===== config.mk =====
export PLATFORM = sky130hd
export DESIGN_NAME = conv_layer_sequencer
export DESIGN_NICKNAME = d
export VERILOG_FILES = /design/src/rtl/conv_layer_sequencer_pkg.sv /design/src/rtl/conv_layer_sequencer_cfg_table.sv /design/src/rtl/conv_layer_sequencer.sv
export SDC_FILE = /design/constraint.sdc
export NUM_CORES = 1
export LEC_CHECK = 0
export BUFFER_PORTS_ARGS = -buffer_cell sky130_fd_sc_hd__buf_2
export CAP_MARGIN = 25
export CORE_ASPECT_RATIO = 1.2
export CORE_MARGIN = 2
export CORE_UTILIZATION = 30
export CTS_CLUSTER_SIZE = 16
export DETAILED_ROUTE_END_ITERATION = 16
export PLACE_DENSITY_LB_ADDON = 0.05
export SYNTH_ARGS = -nofsm -noshare
export SYNTH_HDL_FRONTEND = slang
export SYNTH_SLANG_ARGS = --single-unit

===== constraint.sdc =====
create_clock -name clk1 -period 2.4 [get_ports clk1]
set_input_delay 0 -clock clk1 [delete_from_list [all_inputs] [get_ports clk1]]
set_output_delay 0 -clock clk1 [all_outputs]
set_load 0.02 [all_outputs]

===== src/rtl/conv_layer_sequencer_pkg.sv =====
// Shared definitions for the convolution layer sequencer.
//   - default parameter values for the table geometry and watchdog width
//   - seq_state_e: 3-bit FSM encoding, also exported on the dbg_state port
package conv_layer_sequencer_pkg;

  localparam int NUM_LAYERS_DEF = 4;
  localparam int LAYER_W_DEF    = 2;
  localparam int WGT_ADDR_W_DEF = 16;
  localparam int WGT_LEN_W_DEF  = 12;
  localparam int TIMEOUT_W_DEF  = 16;

  typedef enum logic [2:0] {
    S_IDLE      = 3'd0,
    S_LOAD_REQ  = 3'd1,
    S_CONV_GO   = 3'd2,
    S_CONV_WAIT = 3'd3,
    S_SWAP      = 3'd4,
    S_FIN       = 3'd5,
    S_ERR       = 3'd6
  } seq_state_e;

endpackage


===== src/rtl/conv_layer_sequencer_cfg_table.sv =====
// Per-layer descriptor register file: NUM_LAYERS entries of {weight base, weight length}.
// Ports:
//   clk1, rst_n          clock, async active-low reset (clears every entry)
//   i_we, i_busy         write strobe; a write is dropped while i_busy is high
//   i_wr_idx             slot written
//   i_wgt_base/i_wgt_len write data
//   i_rd_idx             slot read (asynchronous read)
//   o_rd_base/o_rd_len   read data
module conv_layer_sequencer_cfg_table #(
  parameter int NUM_LAYERS = 4,
  parameter int LAYER_W    = 2,
  parameter int WGT_ADDR_W = 16,
  parameter int WGT_LEN_W  = 12
) (
  input  logic                  clk1,
  input  logic                  rst_n,
  input  logic                  i_we,
  input  logic                  i_busy,
  input  logic [LAYER_W-1:0]    i_wr_idx,
  input  logic [WGT_ADDR_W-1:0] i_wgt_base,
  input  logic [WGT_LEN_W-1:0]  i_wgt_len,
  input  logic [LAYER_W-1:0]    i_rd_idx,
  output logic [WGT_ADDR_W-1:0] o_rd_base,
  output logic [WGT_LEN_W-1:0]  o_rd_len
);

  logic [WGT_ADDR_W-1:0] r_base [NUM_LAYERS];
  logic [WGT_LEN_W-1:0]  r_len  [NUM_LAYERS];

  always_ff @(posedge clk1 or negedge rst_n) begin
    if (!rst_n) begin
      for (int i = 0; i < NUM_LAYERS; i++) begin
        r_base[i] <= '0;
        r_len[i]  <= '0;
      end
    end else if (i_we && !i_busy) begin
      r_base[i_wr_idx] <= i_wgt_base;
      r_len[i_wr_idx]  <= i_wgt_len;
    end
  end

  assign o_rd_base = r_base[i_rd_idx];
  assign o_rd_len  = r_len[i_rd_idx];

endmodule


===== src/rtl/conv_layer_sequencer.sv =====
// Convolution layer sequencer: walks the descriptor table one layer at a time.
// Per layer: hold wgt_req until wgt_ack, pulse start_conv, wait for a rising edge of
// end_conv (guarded by a watchdog), then flip buf_sel. done pulses after the last layer.
// Ports:
//   clk1, rst_n                        clock, async active-low reset
//   start, cfg_nlayers                 run request and layer count (captured on start)
//   cfg_we/cfg_idx/cfg_wgt_base/len    descriptor writes, dropped while busy
//   wgt_req/wgt_addr/wgt_len, wgt_ack  weight loader handshake
//   start_conv, end_conv               conv controller handshake
//   buf_sel, layer_idx                 ping-pong select and current layer
//   busy, done, err                    status (err is sticky until the next accepted start)
//   dbg_state                          current FSM state
// Handshake: wgt_req rises and stays high until wgt_ack is seen in LOAD_REQ (an ack in
// the very first request cycle counts); acks in any other state are ignored. start_conv
// is a single-cycle pulse; only a 0->1 transition of end_conv completes a layer.
module conv_layer_sequencer
  import conv_layer_sequencer_pkg::*;
#(
  parameter int NUM_LAYERS = NUM_LAYERS_DEF,
  parameter int LAYER_W    = LAYER_W_DEF,
  parameter int WGT_ADDR_W = WGT_ADDR_W_DEF,
  parameter int WGT_LEN_W  = WGT_LEN_W_DEF,
  parameter int TIMEOUT_W  = TIMEOUT_W_DEF
) (
  input  logic                  clk1,
  input  logic                  rst_n,
  input  logic                  start,
  input  logic                  cfg_we,
  input  logic [LAYER_W-1:0]    cfg_idx,
  input  logic [WGT_ADDR_W-1:0] cfg_wgt_base,
  input  logic [WGT_LEN_W-1:0]  cfg_wgt_len,
  input  logic [LAYER_W:0]      cfg_nlayers,
  output logic                  wgt_req,
  output logic [WGT_ADDR_W-1:0] wgt_addr,
  output logic [WGT_LEN_W-1:0]  wgt_len,
  input  logic                  wgt_ack,
  output logic                  start_conv,
  input  logic                  end_conv,
  output logic                  buf_sel,
  output logic [LAYER_W-1:0]    layer_idx,
  output logic                  busy,
  output logic                  done,
  output logic                  err,
  output seq_state_e            dbg_state
);

  localparam logic [LAYER_W:0]     MAX_LAYERS = (LAYER_W+1)'(NUM_LAYERS);
  // Leaving CONV_WAIT on this count means the counter reaches all-ones on that edge.
  localparam logic [TIMEOUT_W-1:0] WDOG_LAST  = {TIMEOUT_W{1'b1}} - 1'b1;

  seq_state_e             r_state;
  logic                   r_wgt_req;
  logic                   r_start_conv;
  logic                   r_buf_sel;
  logic                   r_busy;
  logic                   r_done;
  logic                   r_err;
  logic                   r_end_q;
  logic [LAYER_W-1:0]     r_layer_idx;
  logic [LAYER_W:0]       r_nlayers;
  logic [TIMEOUT_W-1:0]   r_wdog;

  logic                   w_end_rise;
  logic                   w_last_layer;
  logic [LAYER_W:0]       w_nlayers_clamped;
  logic [WGT_ADDR_W-1:0]  w_tbl_base;
  logic [WGT_LEN_W-1:0]   w_tbl_len;

  conv_layer_sequencer_cfg_table #(
    .NUM_LAYERS (NUM_LAYERS),
    .LAYER_W    (LAYER_W),
    .WGT_ADDR_W (WGT_ADDR_W),
    .WGT_LEN_W  (WGT_LEN_W)
  ) u_cfg_table (
    .clk1       (clk1),
    .rst_n      (rst_n),
    .i_we       (cfg_we),
    .i_busy     (r_busy),
    .i_wr_idx   (cfg_idx),
    .i_wgt_base (cfg_wgt_base),
    .i_wgt_len  (cfg_wgt_len),
    .i_rd_idx   (r_layer_idx),
    .o_rd_base  (w_tbl_base),
    .o_rd_len   (w_tbl_len)
  );

  assign w_end_rise        = end_conv & ~r_end_q;
  assign w_nlayers_clamped = (cfg_nlayers > MAX_LAYERS) ? MAX_LAYERS : cfg_nlayers;
  assign w_last_layer      = (({1'b0, r_layer_idx} + 1'b1) == r_nlayers);

  // end_q follows end_conv in every state so a level left high from the previous
  // layer can never look like a fresh completion.
  always_ff @(posedge clk1 or negedge rst_n) begin
    if (!rst_n) r_end_q <= 1'b0;
    else        r_end_q <= end_conv;
  end

  always_ff @(posedge clk1 or negedge rst_n) begin
    if (!rst_n) begin
      r_state      <= S_IDLE;
      r_wgt_req    <= 1'b0;
      r_start_conv <= 1'b0;
      r_buf_sel    <= 1'b0;
      r_busy       <= 1'b0;
      r_done       <= 1'b0;
      r_err        <= 1'b0;
      r_layer_idx  <= '0;
      r_nlayers    <= '0;
      r_wdog       <= '0;
    end else begin
      r_start_conv <= 1'b0;
      r_done       <= 1'b0;
      case (r_state)
        S_IDLE, S_ERR: begin
          if (start) begin
            r_err       <= 1'b0;
            r_layer_idx <= '0;
            r_buf_sel   <= 1'b0;
            r_nlayers   <= w_nlayers_clamped;
            r_busy      <= 1'b1;
            if (w_nlayers_clamped == '0) begin
              r_state <= S_FIN;
            end else begin
              r_wgt_req <= 1'b1;
              r_state   <= S_LOAD_REQ;
            end
          end
        end
        S_LOAD_REQ: begin
          if (wgt_ack) begin
            r_wgt_req    <= 1'b0;
            r_start_conv <= 1'b1;
            r_state      <= S_CONV_GO;
          end
        end
        S_CONV_GO: begin
          r_wdog  <= '0;
          r_state <= S_CONV_WAIT;
        end
        S_CONV_WAIT: begin
          if (w_end_rise) begin
            r_state <= S_SWAP;
          end else begin
            r_wdog <= r_wdog + 1'b1;
            if (r_wdog == WDOG_LAST) begin
              r_err   <= 1'b1;
              r_busy  <= 1'b0;
              r_state <= S_ERR;
            end
          end
        end
        S_SWAP: begin
          r_buf_sel <= ~r_buf_sel;
          if (w_last_layer) begin
            r_state <= S_FIN;
          end else begin
            r_layer_idx <= r_layer_idx + 1'b1;
            r_wgt_req   <= 1'b1;
            r_state     <= S_LOAD_REQ;
          end
        end
        S_FIN: begin
          // done is raised on the way out of FIN so the FIN cycle itself is still busy.
          r_done  <= 1'b1;
          r_busy  <= 1'b0;
          r_state <= S_IDLE;
        end
        default: begin
          r_wgt_req <= 1'b0;
          r_busy    <= 1'b0;
          r_state   <= S_IDLE;
        end
      endcase
    end
  end

  assign wgt_req    = r_wgt_req;
  assign wgt_addr   = r_wgt_req ? w_tbl_base : '0;
  assign wgt_len    = r_wgt_req ? w_tbl_len  : '0;
  assign start_conv = r_start_conv;
  assign buf_sel    = r_buf_sel;
  assign layer_idx  = r_layer_idx;
  assign busy       = r_busy;
  assign done       = r_done;
  assign err        = r_err;
  assign dbg_state  = r_state;

endmodule


==> flow_summary.ini, run 1 <==
[run_status]
status = complete, no violations

[clocking]
cts.reportedPaths.clkPinSlew_ns = 0.06
cts_max_level = 4
clock-sinks = 143
root_buffer = clkbuf_16
cts.path.max_buffers = 2
numCtsBuffers = 17
post_cts_buffers = 0
clock_latency_ns = 0.42
cts_tree = yes

[power_and_ir_drop]
p_leak_nw = 3.82
swShare = 0.322
p_comb_frac = 0.364
p_clk_frac = 0.265
pwr-share-seq = 0.371
power_density_nw_per_um2 = 1230
ir_drop_v = 0.000501
switching_power_mw = 3.38
finalPower_mw = 10.5
p_int_mw = 7.12

[route]
drt-initial-drc-count = 174
drtPass1Iterations = 6
wl_per_cell_um = 18.2
antenna_left = 0
drt_wl_total_mm = 16.3
post_drt_via_cell_ratio = 4.96
vias = 4440
drc = 0

[cells_and_area]
syn_to_final_growth_pct = 27.4
stdcell_area_um2 = 8530
fillers = 2068
num-nets-final = 652
final_cell_mix = dfrtp_1 (141), mux2_2 (115), buf_2 (76)
layout_commonest_cell = dfrtp_1
diodes = 0
drive_gt1_frac = 0.463

[sta]
fin_hold_ws_ns = 0.0792
slew_viol_final = 0
layout_setup_ws_ns = 0.256
min_period_ns = 2.14
finalCritPeriodShare = 0.893
relSlewSlack = 0.569
setup_viol = 0
fmax_mhz = 466
fin_setup_tns_ns = 0
final_hold_viol_count = 0
skew_ns = 0.00608
tightest_slew_ns = 0.647
rsz0062_at_grt = false

[critical_path]
cp_max_fo = 10
worstSetupEndpointType = primary output
cp_top_family = flip-flops
timing.critical_path.buf_inv = 2
worstPathArrival_ns = 2.14
r2r_slack_ns = 0.50
worst-setup-path-type = reg2out
cp_slowest_cell = dfrtp_2
cpPeakStageDelay_ns = 0.57
critPathRequiredTime_ns = 2.40
start_kind = flop
crit_chain = buf_4 -> mux4_2 -> and2_1 -> buf_2

[yosys]
synth_top_area_share = 0.535
synth_edf_count = 0
yosysUniqueCellTypes = 50
syn_avg_cell_area_um2 = 13.9
yosys-top-cells-area = dfrtp_1 (53%), mux2_2 (19%), mux4_2 (9.4%)
synth_seq_area_share = 0.535
netlist_area_um2 = 6690
synth_nets = 525
yosys_warnings = 0
ys_ff_latch = 143
synth_flop_cell = dfrtp_1
synth.largest_area_cell = dfrtp_1
syn_inst = 483
synthArstFlopShare = 1.00

[floorplanning]
ioPinCount = 78
die_w_um = 140
die_area_um2 = 23500
row_count = 59
core_area_um2 = 21800
die_h_um = 168
initial_core_util = 0.307

[job]
max_cap_violations = 0

[placement]
dp_hpwl_mm = 10.5
portBuffers = 77
dp_slack_ns = 0.531
globalplace.congestion = 0.687
dpl_cell_area_um2 = 7550

[global_route]
antenna_found_initial = 0
grt_pass1_vias = 4755
gr-usage-all-layers = 0.145
grt_pass1_wl_mm = 26.1
overflow = 0
grt_max_degree = 63

[worst_hold_path]
hold_class = in2reg
-- flip-flops by register name (all words and copies together) (netlist names), 2 cells and up --
| name | flops |
|---|---|
| u_cfg_table.r_base | 64 |
| u_cfg_table.r_len | 48 |
| r_wdog | 16 |
| dbg_state | 3 |
| r_nlayers | 3 |
| layer_idx | 2 |
-- synthesized netlist by cell type, types with 5 or more instances --
master    number
a21oi_1       13
inv_1         11
nand4_1        8
clkbuf_1      15
mux2_2       115
nand3_1        6
mux4_2        28
nor2_1        12
and2_1        30
nor2b_1        5
xnor2_1        5
nand2_1       12
o21ai_0        7
dfrtp_1      143
buf_2         10
-- cell type report --
cell class	count	area [µm²]	share of cell area
clock inverter	9	131	0.0154
multi-input combinational	304	2990	0.350
sequential	143	3580	0.420
inverter	11	41.3	0.00484
timing repair buffer	133	950	0.111
clock buffer	22	494	0.0580
tap	274	343	0.0402
-- power groups by stage --
stage               Clock [mW]  Combinational [mW]  Sequential (mW)
finish                    2.78                3.82             3.89
global route              2.98                4.15             4.02
CTS                       2.87                3.90             3.90
detailed placement           0                3.85             3.93
global placement             0                3.80             3.89
floorplan                    0                2.71             3.82
-- routing by layer --
metal / up-vias / GRT usage / wire length [µm]
met5: - / 0 / 0
met4: 0 / 0.0413 / 218
met3: 15 / 0.0383 / 612
met2: 88 / 0.242 / 8130
met1: 2294 / 0.186 / 7330
li1: 2043 / - / -
-- cell families (layout without fill, tap and decap cells) --
logic type | Yosys count | count (layout) | synth area share
XOR/XNOR | 7 | 7 | 0.00916
AND/OR/NAND/NOR | 104 | 104 | 0.0931
buffers and inverters | 36 | 175 | 0.0221
adder cells (fa/ha/maj) | 3 | 3 | 0.00561
flip-flops | 143 | 143 | 0.535
multiplexers | 145 | 145 | 0.291
AO/OA/AOI/OAI | 45 | 45 | 0.0449
-- worst paths after layout --
kind,startpoint,endpoint,cells past startpoint
worst max-delay path,layer_idx[0],wgt_len[4],4
worst min-delay path,cfg_idx[1],u_cfg_table.r_len[31],3
worst max register to register,dbg_state[1],r_wdog[5],5
worst min register to register,buf_sel,buf_sel,1
max in group asynchronous,rst_n,u_cfg_table.r_base[36],3
min in group asynchronous,rst_n,r_wdog[13],2
-- stage by stage --
| stage | utilization | cells |
|---|---|---|
| final | 0.392 | 896 |
| after global routing | 0.392 | 896 |
| after CTS | 0.392 | 896 |
| after detailed placement | 0.347 | 830 |
| after global placement | 0.347 | 830 |
| after floorplan | - | 483 |
-- tightest hold or removal path: stages --
cell and delay, ns:
buf_2 0.15, nor2_4 0.09, mux2_2 0.22
-- what timing repair did --
item | CTS | global route
hold buffers | 35 | 0
gates resized for setup | 0 | 0
endpoints found under the hold margin | 179 | 0
setup endpoints to repair | 0 | 0
No activity file was read; power rests on OpenSTA's default activity.
==> run 2, diff against run 1 <==
Settings changed: CTS_BUF_LIST set to sky130_fd_sc_hd__clkbuf_2 sky130_fd_sc_hd__clkbuf_4 sky130_fd_sc_hd__clkbuf_8, GPL_ROUTABILITY_DRIVEN set to 0, PLACE_DENSITY set to 0.5, PLACE_DENSITY_LB_ADDON 0.05 to unset.
==> run 2 against run 1 <==
Compared with the run above:
- cell count stayed put
- critical endpoint is now wgt_len[8]
- flip-flop and latch count is the same
- cell area down 2.6%
- combinational power is 1% lower
- global-route usage is 0.36 points lower
- largest power group unchanged
- non-clock buffer count is 2 lower
- largest cell class unchanged
- worst setup slack worse by 0.067 ns
- maximum frequency fell by 3.0%
- routed wire length decreased by 2.8%
==> flow_summary.ini, run 2 (same netlist as run 1, synthesis figures left out) <==
[critical_path]
cp_slowest_cell = dfrtp_4
critPathRequiredTime_ns = 2.40
worstSetupEndpointType = primary output
worstRegToRegCells = 4
start_kind = flop
worst-setup-path-type = reg2out
crit_chain = buf_4 -> mux4_2 -> and2_1 -> buf_2
timing.critical_path.buf_inv = 2
cp_max_fo = 11
r2r_slack_ns = 0.49
regToRegEndpoint = u_cfg_table.r_base[60]
worstReg2RegStart = busy
worstPathArrival_ns = 2.21
cp_top_family = flip-flops
cpPeakStageDelay_ns = 0.57

[placement]
dp_hpwl_mm = 10.7
portBuffers = 77
dpl_cell_area_um2 = 7510

[cells_and_area]
stdcell_area_um2 = 8310
largest_reg_flops = 64
regArea_um2 = 3580
fillers = 2066
layout_commonest_cell = dfrtp_1
multi_input_area_um2 = 2990
top_regs = u_cfg_table.r_base x64, u_cfg_table.r_len x48, r_wdog x16
num-nets-final = 650
final_cell_mix = dfrtp_1 (141), mux2_2 (115), buf_2 (76)
drive_gt1_frac = 0.462
syn_to_final_growth_pct = 24.1
regMostFlops = u_cfg_table.r_base

[clocking]
cts.path.max_buffers = 2
root_buffer = clkbuf_8
numCtsBuffers = 17
clock_latency_ns = 0.46
clock-sinks = 143
cts.reportedPaths.clkPinSlew_ns = 0.09
cts_max_level = 4
cts_tree = yes
post_cts_buffers = 0

[worst_hold_path]
hold_class = in2async

[route]
drtPass1Iterations = 5
drt-initial-drc-count = 193
drt_wl_total_mm = 15.8
post_drt_via_cell_ratio = 4.96
wl_per_cell_um = 17.7
antenna_left = 0
vias = 4445
drc = 0

[run_status]
status = complete, no violations

[floorplanning]
die_w_um = 140
die_h_um = 168
core_area_um2 = 21800
die_area_um2 = 23500
ioPinCount = 78
initial_core_util = 0.307
row_count = 59

[sta]
tightest_slew_ns = 0.715
finalCritPeriodShare = 0.921
setup_viol = 0
slew_viol_final = 0
relSlewSlack = 0.523
fin_hold_ws_ns = 0.135
skew_ns = 0.0151
fmax_mhz = 452
final_hold_viol_count = 0
rsz0062_at_grt = false
fin_setup_tns_ns = 0
min_period_ns = 2.21

[global_route]
overflow = 0
grt_pass1_wl_mm = 25.7
gr-usage-all-layers = 0.141
grt_max_degree = 77
antenna_found_initial = 2
grt_pass1_vias = 4858

[power_and_ir_drop]
p_leak_nw = 3.72
ir_drop_v = 0.000480
power_density_nw_per_um2 = 1180
finalPower_mw = 9.82

[job]
max_cap_violations = 0
## run 2: changes by cell type in the layout (fill, tap and decap cells not counted), sizes merged
cell and change:
buf -2, clkbuf -3, bufinv +1, diode +1, inv +3
## run 2: per-stage QoR
stage                      util  std cells  setup slack (ns)
after global routing      0.381        896            0.0676
after CTS                 0.381        895            0.0537
final                     0.381        896             0.189
after detailed placement  0.345        828             0.435
after floorplan               -        483             0.616
after global placement    0.345        828             0.423
## run 2: cell type report
| cell class | count | share of cell area |
|---|---|---|
| sequential | 143 | 0.431 |
| multi-input combinational | 304 | 0.360 |
| timing repair buffer | 131 | 0.110 |
| tap | 274 | 0.0413 |
| clock buffer | 19 | 0.0307 |
| clock inverter | 13 | 0.0221 |
| inverter | 11 | 0.00497 |
| antenna | 1 | 0.000301 |
## run 2: worst max path at each step
stage	start	to	slack (ns)	depth (start not counted)
2_1_floorplan	busy	u_cfg_table.r_base[16]	0.62	5
6_report	layer_idx[0]	wgt_len[8]	0.19	4
5_1_grt	layer_idx[0]	wgt_len[8]	0.07	4
4_1_cts	layer_idx[0]	wgt_len[8]	0.05	4
3_5_place_dp	busy	u_cfg_table.r_len[38]	0.43	4
3_3_place_gp	busy	u_cfg_table.r_len[38]	0.42	4
## run 2: per-layer routing
| layer | vias to the layer above | global-route usage | share of wire |
|---|---|---|---|
| met5 | - | 0 | 0.00069 |
| met4 | 2 | 0.0580 | 0.020 |
| met3 | 25 | 0.0389 | 0.043 |
| met2 | 105 | 0.235 | 0.50 |
| met1 | 2277 | 0.174 | 0.44 |
| li1 | 2036 | - | - |
## run 2: worst register-to-register path, cell delays in order (launching register included)
cell and delay [ns]:
dfrtp_1 0.44, nor2b_1 0.37, nor3b_2 0.27, buf_4 0.33, mux2_2 0.39
## run 2: timing repair
item / in CTS / in global routing
resized for setup: 0 / 1
setup endpoints to repair: 0 / 1
hold endpoints to repair: 196 / 0
hold buffers: 35 / 0
## run 2: power by group
part,total (mW),leakage [nW],switching [mW],internal (mW)
sequential,3.92,1.83,0.576,3.35
clock,2.12,0.216,0.949,1.17
combinational,3.77,1.67,1.79,1.98
